$ cat config.mk
export PLATFORM = sky130hd
export DESIGN_NAME = keypad_scanner
export DESIGN_NICKNAME = d
export VERILOG_FILES = /design/src/rtl/keypad_scanner_pkg.sv /design/src/rtl/keypad_scanner_sync2.sv /design/src/rtl/keypad_scanner.sv
export SDC_FILE = /design/constraint.sdc
export NUM_CORES = 1
export LEC_CHECK = 0
export ABC_AREA = 1
export CORE_MARGIN = 1
export CORE_UTILIZATION = 25
export DETAILED_ROUTE_END_ITERATION = 8
export GPL_ROUTABILITY_DRIVEN = 0
export PLACE_DENSITY = 0.49
export SLEW_MARGIN = 5
export SYNTH_ARGS = -nofsm -noshare
export SYNTH_HDL_FRONTEND = slang
export SYNTH_SLANG_ARGS = --single-unit
$ cat constraint.sdc
create_clock -name i_clk -period 3.84 [get_ports i_clk]
set_input_delay 0.768 -clock i_clk [delete_from_list [all_inputs] [get_ports i_clk]]
set_output_delay 0.768 -clock i_clk [all_outputs]
set_load 0.02 [all_outputs]
$ cat src/rtl/keypad_scanner_pkg.sv
// Shared types and key codes for the 4x4 keypad scanner and the game core that consumes it.
package keypad_scanner_pkg;

  typedef enum logic {
    StIdle,
    StHeld
  } state_e;

  typedef enum logic [1:0] {
    SwNone,
    SwSingle,
    SwMulti
  } sweep_e;

  localparam logic [3:0] KEY_RIGHT = 4'h2;
  localparam logic [3:0] KEY_DOWN  = 4'h4;
  localparam logic [3:0] KEY_UP    = 4'h6;
  localparam logic [3:0] KEY_LEFT  = 4'h8;

  // Number of active-low bits in a row sample.
  function automatic logic [2:0] count_low(input logic [3:0] rows);
    logic [2:0] cnt;
    cnt = '0;
    for (int i = 0; i < 4; i++) begin
      if (!rows[i]) cnt = cnt + 3'd1;
    end
    return cnt;
  endfunction

  // Index of the lowest active-low bit; only meaningful when exactly one bit is low.
  function automatic logic [1:0] low_idx(input logic [3:0] rows);
    logic [1:0] idx;
    idx = '0;
    for (int i = 3; i >= 0; i--) begin
      if (!rows[i]) idx = 2'(i);
    end
    return idx;
  endfunction

endpackage

$ cat src/rtl/keypad_scanner_sync2.sv
// Two-flop synchronizer for the asynchronous, pulled-up keypad row lines.
module keypad_scanner_sync2 (
  input  logic       i_clk,
  input  logic       i_rst_n,
  input  logic [3:0] i_d,
  output logic [3:0] o_q
);

  logic [3:0] r_meta;
  logic [3:0] r_sync;

  always_ff @(posedge i_clk or negedge i_rst_n) begin
    if (!i_rst_n) begin
      r_meta <= 4'hF;
      r_sync <= 4'hF;
    end else begin
      r_meta <= i_d;
      r_sync <= r_meta;
    end
  end

  assign o_q = r_sync;

endmodule

$ cat src/rtl/keypad_scanner.sv
// 4x4 keypad column scanner with sweep-level debounce; emits one pulse per accepted press.
module keypad_scanner
  import keypad_scanner_pkg::*;
#(
  parameter int unsigned SCAN_CYCLES = 50000,
  parameter int unsigned DEB_SCANS   = 5
) (
  input  logic       i_clk,
  input  logic       i_rst_n,
  input  logic [3:0] i_row_in,
  output logic [3:0] o_col_out,
  output logic [3:0] o_key_val,
  output logic       o_key_pressed,
  output logic       o_key_held
);

  localparam int unsigned ScanW = (SCAN_CYCLES > 1) ? $clog2(SCAN_CYCLES) : 1;
  localparam int unsigned DebW  = $clog2(DEB_SCANS + 1);
  localparam logic [ScanW-1:0] ScanLast = ScanW'(SCAN_CYCLES - 1);
  localparam logic [DebW-1:0]  DebMax   = DebW'(DEB_SCANS);

  logic [3:0]       w_rows;
  logic [ScanW-1:0] r_scan_cnt;
  logic [1:0]       r_col_idx;
  logic             w_sample;
  logic             w_sweep_end;

  sweep_e           r_acc_kind;
  sweep_e           w_acc_kind;
  logic [3:0]       r_acc_code;
  logic [3:0]       w_acc_code;
  logic [2:0]       w_nlow;

  logic             w_res_single;
  logic             w_same;
  logic             r_cand_single;
  logic [3:0]       r_cand_code;
  logic [DebW-1:0]  r_match_cnt;
  logic             w_deb_done;

  state_e           r_state;
  state_e           w_state_d;
  logic [3:0]       r_key_val;
  logic [3:0]       w_key_val_d;
  logic             r_key_pressed;
  logic             w_key_pressed_d;

  keypad_scanner_sync2 u_sync2 (
    .i_clk   (i_clk),
    .i_rst_n (i_rst_n),
    .i_d     (i_row_in),
    .o_q     (w_rows)
  );

  assign w_sample    = (r_scan_cnt == ScanLast);
  assign w_sweep_end = w_sample && (r_col_idx == 2'd3);
  assign w_nlow      = count_low(w_rows);

  // Running sweep classification, including the column currently being sampled.
  always_comb begin
    w_acc_kind = r_acc_kind;
    w_acc_code = r_acc_code;
    if (w_nlow >= 3'd2) begin
      w_acc_kind = SwMulti;
    end else if (w_nlow == 3'd1) begin
      if (r_acc_kind == SwNone) begin
        w_acc_kind = SwSingle;
        w_acc_code = {low_idx(w_rows), r_col_idx};
      end else begin
        w_acc_kind = SwMulti;
      end
    end
  end

  always_ff @(posedge i_clk or negedge i_rst_n) begin
    if (!i_rst_n) begin
      r_scan_cnt <= '0;
      r_col_idx  <= 2'd0;
      r_acc_kind <= SwNone;
      r_acc_code <= 4'h0;
    end else if (w_sample) begin
      r_scan_cnt <= '0;
      r_col_idx  <= r_col_idx + 2'd1;
      if (w_sweep_end) begin
        r_acc_kind <= SwNone;
        r_acc_code <= 4'h0;
      end else begin
        r_acc_kind <= w_acc_kind;
        r_acc_code <= w_acc_code;
      end
    end else begin
      r_scan_cnt <= r_scan_cnt + ScanW'(1);
    end
  end

  // MULTI collapses to NONE, so the candidate only needs a single/none flag plus code.
  assign w_res_single = (w_acc_kind == SwSingle);
  assign w_same       = (w_res_single == r_cand_single) &&
                        (!w_res_single || (w_acc_code == r_cand_code));

  always_ff @(posedge i_clk or negedge i_rst_n) begin
    if (!i_rst_n) begin
      r_cand_single <= 1'b0;
      r_cand_code   <= 4'h0;
      r_match_cnt   <= '0;
    end else if (w_sweep_end) begin
      if (w_same) begin
        if (r_match_cnt != DebMax) r_match_cnt <= r_match_cnt + DebW'(1);
      end else begin
        r_cand_single <= w_res_single;
        r_cand_code   <= w_res_single ? w_acc_code : 4'h0;
        r_match_cnt   <= DebW'(1);
      end
    end
  end

  assign w_deb_done = (r_match_cnt == DebMax);

  always_comb begin
    w_state_d       = r_state;
    w_key_val_d     = r_key_val;
    w_key_pressed_d = 1'b0;
    unique case (r_state)
      StIdle: begin
        if (r_cand_single && w_deb_done) begin
          w_state_d       = StHeld;
          w_key_val_d     = r_cand_code;
          w_key_pressed_d = 1'b1;
        end
      end
      StHeld: begin
        if (!r_cand_single && w_deb_done) w_state_d = StIdle;
      end
    endcase
  end

  always_ff @(posedge i_clk or negedge i_rst_n) begin
    if (!i_rst_n) begin
      r_state       <= StIdle;
      r_key_val     <= 4'h0;
      r_key_pressed <= 1'b0;
    end else begin
      r_state       <= w_state_d;
      r_key_val     <= w_key_val_d;
      r_key_pressed <= w_key_pressed_d;
    end
  end

  assign o_col_out     = ~(4'b0001 << r_col_idx);
  assign o_key_val     = r_key_val;
  assign o_key_pressed = r_key_pressed;
  assign o_key_held    = (r_state == StHeld);

endmodule

Word-level counts from Yosys, hierarchy flattened
Cells that the tools add are included.
- flip-flop bits (word level): 46
- output and inout port bits: 10
- word-level logic and storage cells: 67
- $add $sub $neg: 6
- magnitude comparators: 1
- equality and inequality tests: 9
- shift operators: 1
- muxes and demuxes: 24
- bitwise logic cells: 3
- reductions and logical operators: 11
- operators with widths (cell ; number):
    4-bit 2-to-1 mux ; 5
    16-bit by 1-bit adder with 16-bit output (second input constant) ; 1
    16-bit == test (second input constant) ; 1
    16-bit 2-to-1 mux ; 1
    2-bit 2-to-1 mux ; 8
    3-bit 2-to-1 mux ; 5
    3-bit by 1-bit adder with 3-bit output (second input constant) ; 4
    2-bit AND reduction ; 3
    4-bit == test ; 1
    1-bit logical AND ; 4
    1-bit 2-to-1 mux ; 4
    4-bit inverter ; 1
    1-bit by 2-bit << shifter with 4-bit output (first input constant) ; 1
    3-bit by 1-bit == test with 1-bit output (second input constant) ; 1
    3-bit == test (second input constant) ; 1
    3-bit by 2-bit greater-or-equal comparator with 1-bit output (second input constant) ; 1
    3-bit != test (second input constant) ; 1
    2-bit by 1-bit adder with 2-bit output (second input constant) ; 1
    2-bit by 1-bit == test with 1-bit output (second input constant) ; 1
    2-bit == test (second input constant) ; 1
    1-bit zero test ; 2
    2-bit zero test ; 1
    2-bit by 1-bit != test with 1-bit output (second input constant) ; 1
    1-bit inverter ; 2
    3 further kinds ; 3

Logic depth before layout (Yosys ltp)
- depth in word-level cells: 16
- depth in mapped cells: 23
- depth with buffers taken out: 23

Hierarchy
Synthesis repeated with hierarchy kept, for this count alone.
- cell total of the unflattened synthesis: 306
- area total of the unflattened synthesis: 2441.1 um^2
- by module, submodules not included (module ; instances ; cells each ; area each (um^2) ; seq. area each (um^2)):
    keypad_scanner ; 1 ; 298 ; 2230.9 ; 950.9
    keypad_scanner_sync2 ; 1 ; 8 ; 210.2 ; 210.2

Least setup slack after synthesis
OpenSTA, ideal clock, no wires.
- path kind: register to register
- start point: register u_sync2.r_sync[0], in the netlist u_sync2.o_q[0]
- end point: register r_cand_code[1]
- library setup time: 118 ps
- data arrival time: 2598 ps
- setup slack: 1124 ps
- cell stages (with the launch flop): 18
- buffers on the path: 0
- period minus slack after synthesis: 2716 ps
- path through: dfstp_2 inv_1 ha_1 inv_1 nand2_1 nand2_1 ha_1 or2_2 nand2_2 nand3_1 nor2_2 nand4_1 nor2_2 nand3_4 nand3_4 inv_6 nand2_2 o21ai_2
- word-level cells in the longest chain between the ends: 16
- elaborated cells between the ends (all ways): 24
- RTL lines (what ; RTL line ; RTL):
    start, declared ; keypad_scanner_sync2.sv:10 ; logic [3:0] r_sync;
    start signal, assigned ; keypad_scanner_sync2.sv:18 ; r_sync <= r_meta;
    parallel branches: the longest is 16 deep, another holds 3-bit by 1-bit adder with 3-bit output ; -- ;
    end signal, assigned ; keypad_scanner.sv:111 ; r_cand_code <= w_res_single ? w_acc_code : 4'h0;
    end, declared ; keypad_scanner.sv:37 ; logic [3:0] r_cand_code;
Several ways; the timed one is not identified.
A chain may end at the register's enable or synchronous reset.

Final worst setup path
- start point: register u_sync2.r_sync[1], in the netlist u_sync2.o_q[1]
- end point: register r_cand_code[1]
- word-level cells in the longest chain between the ends: 14
- elaborated cells between the ends (all ways): 23
- RTL lines (what):
    parallel branches: the longest is 14 deep, another holds 3-bit by 1-bit adder with 3-bit output
Several ways; the timed one is not identified.

==> impl_metrics.csv <==
group,metric,value,unit
outcome,status,"complete, no violations",
die,core,0.009864,mm²
finish,final_util,30.28,%
die,die_h,103.5,µm
clock_network,hold_buffers,0,
timing,relSlewSlack,30.59,%
timing,fin_tns_setup,0,ns
hold_path,hold_depth,0,
run,maxCapViolCount,0,
synthesis,yosys_most_used_dff,"dfrtp_1",
setup_path,r2r_cells,17,
die,start_util,26.12,%
detailed_routing,ant_nets,0,
place,hpwl,3.635,mm
setup_path,cp_cell_sequence,"inv_1, ha_1, inv_1, nand2_1, nand2_1, ha_1, or2_2, nand2_2, nand3_1, nor2_2, nand4_1, nor2_2, nand3_4, nand3_4, inv_6, nand2_2, o21ai_2",
synthesis,yosysWarnings,0,
finish,drive_gt1_share,18.60,%
detailed_routing,drc_errors,0,
clock_network,cts_resized,0,
detailed_routing,wl_per_cell,10.28,µm
timing,setup_ws,0.9317,ns
timing,slew_viol_final,0,
synthesis,seq_area_frac_synth,45.07,%
clock_network,post_cts_buffers,0,
clock_network,root_buffer,"clkbuf_8",
clock_network,cts_made_buffers,5,
setup_path,crit_fanout,8,
detailed_routing,vias_per_cell,4.265,
clock_network,ctsLongestPathBuffers,2,
finish,nFillCells,1063,
finish,final_common_cell,"nand2_1",
global_routing,antenna_found_initial,0,
timing,fmax,343.8,MHz
setup_path,cp.required,4.02,ns
clock_network,clk_pin_slew_worst_paths,0.08,ns
global_routing,grt_max_degree,47,
finish,final_cell_mix,"67 x nand2_1, 45 x inv_1, 38 x dfrtp_1",
global_routing,grt_pass1_vias,1966,
synthesis,ys_ff_latch,46,
clock_network,clock_latency,0.29,ns
setup_path,slowest_delay,0.56,ns
global_routing,grt_pass1_wl,8.797,mm
detailed_routing,vias,1966,
synthesis,synth_area,0.002576,mm²
place,pre_cts_slack,0.9239,ns
global_routing,overflow,0,
synthesis,synth.distinct_cells,32,
finish,area_growth,15.93,%
setup_path,crit_path_end_kind,"flip-flop",
synthesis,synth-edff-count,0,
clock_network,h-tree-depth,2,
detailed_routing,drtPass1Iterations,4,
timing,rsz0062_at_grt,"no",
timing,period_share,75.74,%
die,die_w,103.5,µm
finish,fin_nets,344,
pwr,p_leak,1.421,nW
die,rows,36,
timing,tightest_slew,1.041,ns
finish,diodes,0,
setup_path,crit_slowest_cell,"dfstp_2",
setup_path,regToRegSetupSlack,0.93,ns
synthesis,postSynthAreaPerCell,8.392,µm²
setup_path,path_class,"flip-flop to flip-flop",
place,io_buffers,15,
detailed_routing,drt-initial-drc-count,80,
pwr,max-vdd-ir-drop,0.0001352,V
die,io_pins,16,
timing,hold_viol,0,
pwr,pwr_density_cell,315.4,mW/mm²
synthesis,async_flop_share,100.0,%
synthesis,synth_nets,323,
setup_path,crit_arrival,3.09,ns
clock_network,cts.sinks,46,
timing,setup_viol,0,
hold_path,hold_class,"flip-flop to flip-flop",
timing,fin_skew,0.007907,ns
detailed_routing,postRouteWirelength,4.741,mm
die,fp.dieArea,0.01071,mm²
global_routing,gr-usage-all-layers,9.900,%
timing,period_needed,2.908,ns
synthesis,synth_cells,307,
setup_path,cp-start-kind,"flip-flop",
clock_network,cts_tree,"built",
[worst paths after layout]
kind                             endpoint         startpoint
min in group asynchronous  r_match_cnt[2]            i_rst_n
setup / recovery           r_cand_code[1]     u_sync2.o_q[1]
hold / removal             u_sync2.o_q[1]  u_sync2.r_meta[1]
setup reg to reg           r_cand_code[1]     u_sync2.o_q[1]
hold reg to reg            u_sync2.o_q[1]  u_sync2.r_meta[1]
max in group asynchronous   r_scan_cnt[0]            i_rst_n
[power by group]
| part | internal (mW) | switching (mW) |
|---|---|---|
| registers | 0.492 | 0.00404 |
| clock network | 0.188 | 0.154 |
| logic | 0.0349 | 0.0690 |
| total | 0.715 | 0.227 |
[kinds of logic after synthesis]
kind of cell    share of synthesized area, %
compound gates                         6.702
xor+xnor                               2.040
fa+ha+maj                              4.857
buf+inv                                7.479
flops                                  45.07
simple gates                           33.85
[cells in the mapped netlist (3+ instances only)]
| cell type | number | area, µm² |
|---|---|---|
| a21oi_1 | 3 | 15.01 |
| dfrtp_1 | 38 | 950.9 |
| dfstp_2 | 8 | 210.2 |
| ha_1 | 10 | 125.1 |
| inv_1 | 45 | 168.9 |
| inv_2 | 3 | 11.26 |
| nand2_1 | 67 | 251.5 |
| nand2_2 | 19 | 118.9 |
| nand2_4 | 4 | 45.04 |
| nand3_1 | 19 | 95.09 |
| nand3_2 | 4 | 40.04 |
| nand3_4 | 3 | 52.55 |
| nand4_1 | 7 | 43.79 |
| nor2_1 | 28 | 105.1 |
| nor2_2 | 3 | 18.77 |
| nor3_1 | 5 | 25.02 |
| o21ai_0 | 10 | 50.05 |
| o21ai_2 | 4 | 35.03 |
| o22ai_1 | 5 | 31.28 |
| xor2_1 | 6 | 52.55 |
[metrics by stage]
| step | hold slack (ns) | total power [mW] | std cells | area [µm²] |
|---|---|---|---|---|
| final | 0.3576 | 0.9421 | 461 | 2987 |
| after global routing | 0.3645 | 0.9966 | 461 | 2987 |
| after CTS | 0.3596 | 0.9642 | 461 | 2987 |
| after detailed placement | 0.3472 | 0.6113 | 454 | 2884 |
| after global placement | 0.3470 | 0.6107 | 454 | 2884 |
| after floorplan | 0.3452 | 0.5828 | 307 | 2576 |
[cell type report]
type / count / area, µm² / share of cell area [%]
multi-input combinational: 211 / 1222 / 40.93
sequential: 46 / 1161 / 38.88
inverter: 49 / 188.9 / 6.326
tap: 133 / 166.4 / 5.572
timing repair buffer: 15 / 145.1 / 4.860
clock buffer: 5 / 68.82 / 2.304
clock inverter: 2 / 33.78 / 1.131
[critical path, delay by kind of cell, from the launching register on]
kind	cells	cell delay (ns)
and+or+nand+nor	11	1.38
AOI/OAI and AO/OA	1	0.04
buffers and inverters	3	0.18
adders and majority gates	2	0.64
DFF	1	0.56
[state kept, by name (all words and copies together) (netlist names), named ones only]
| name | count |
|---|---|
| r_match_cnt | 3 |
| r_scan_cnt | 16 |
| u_sync2.o_q | 4 |
| r_acc_code | 4 |
| o_key_pressed | 1 |
| r_cand_code | 4 |
| r_acc_kind | 2 |
| r_cand_single | 1 |
| u_sync2.r_meta | 4 |
| r_col_idx | 2 |
| o_key_val | 4 |
[layer usage]
layer  GRT usage [%]  routed length (µm)  vias to the layer above
met5               0                   0                        -
met4           2.174                  35                        0
met3           2.454                 134                        5
met2           16.44                2266                       23
met1           12.96                2303                      923
li1                -                   -                     1015
(Power assumes the default switching activity.)
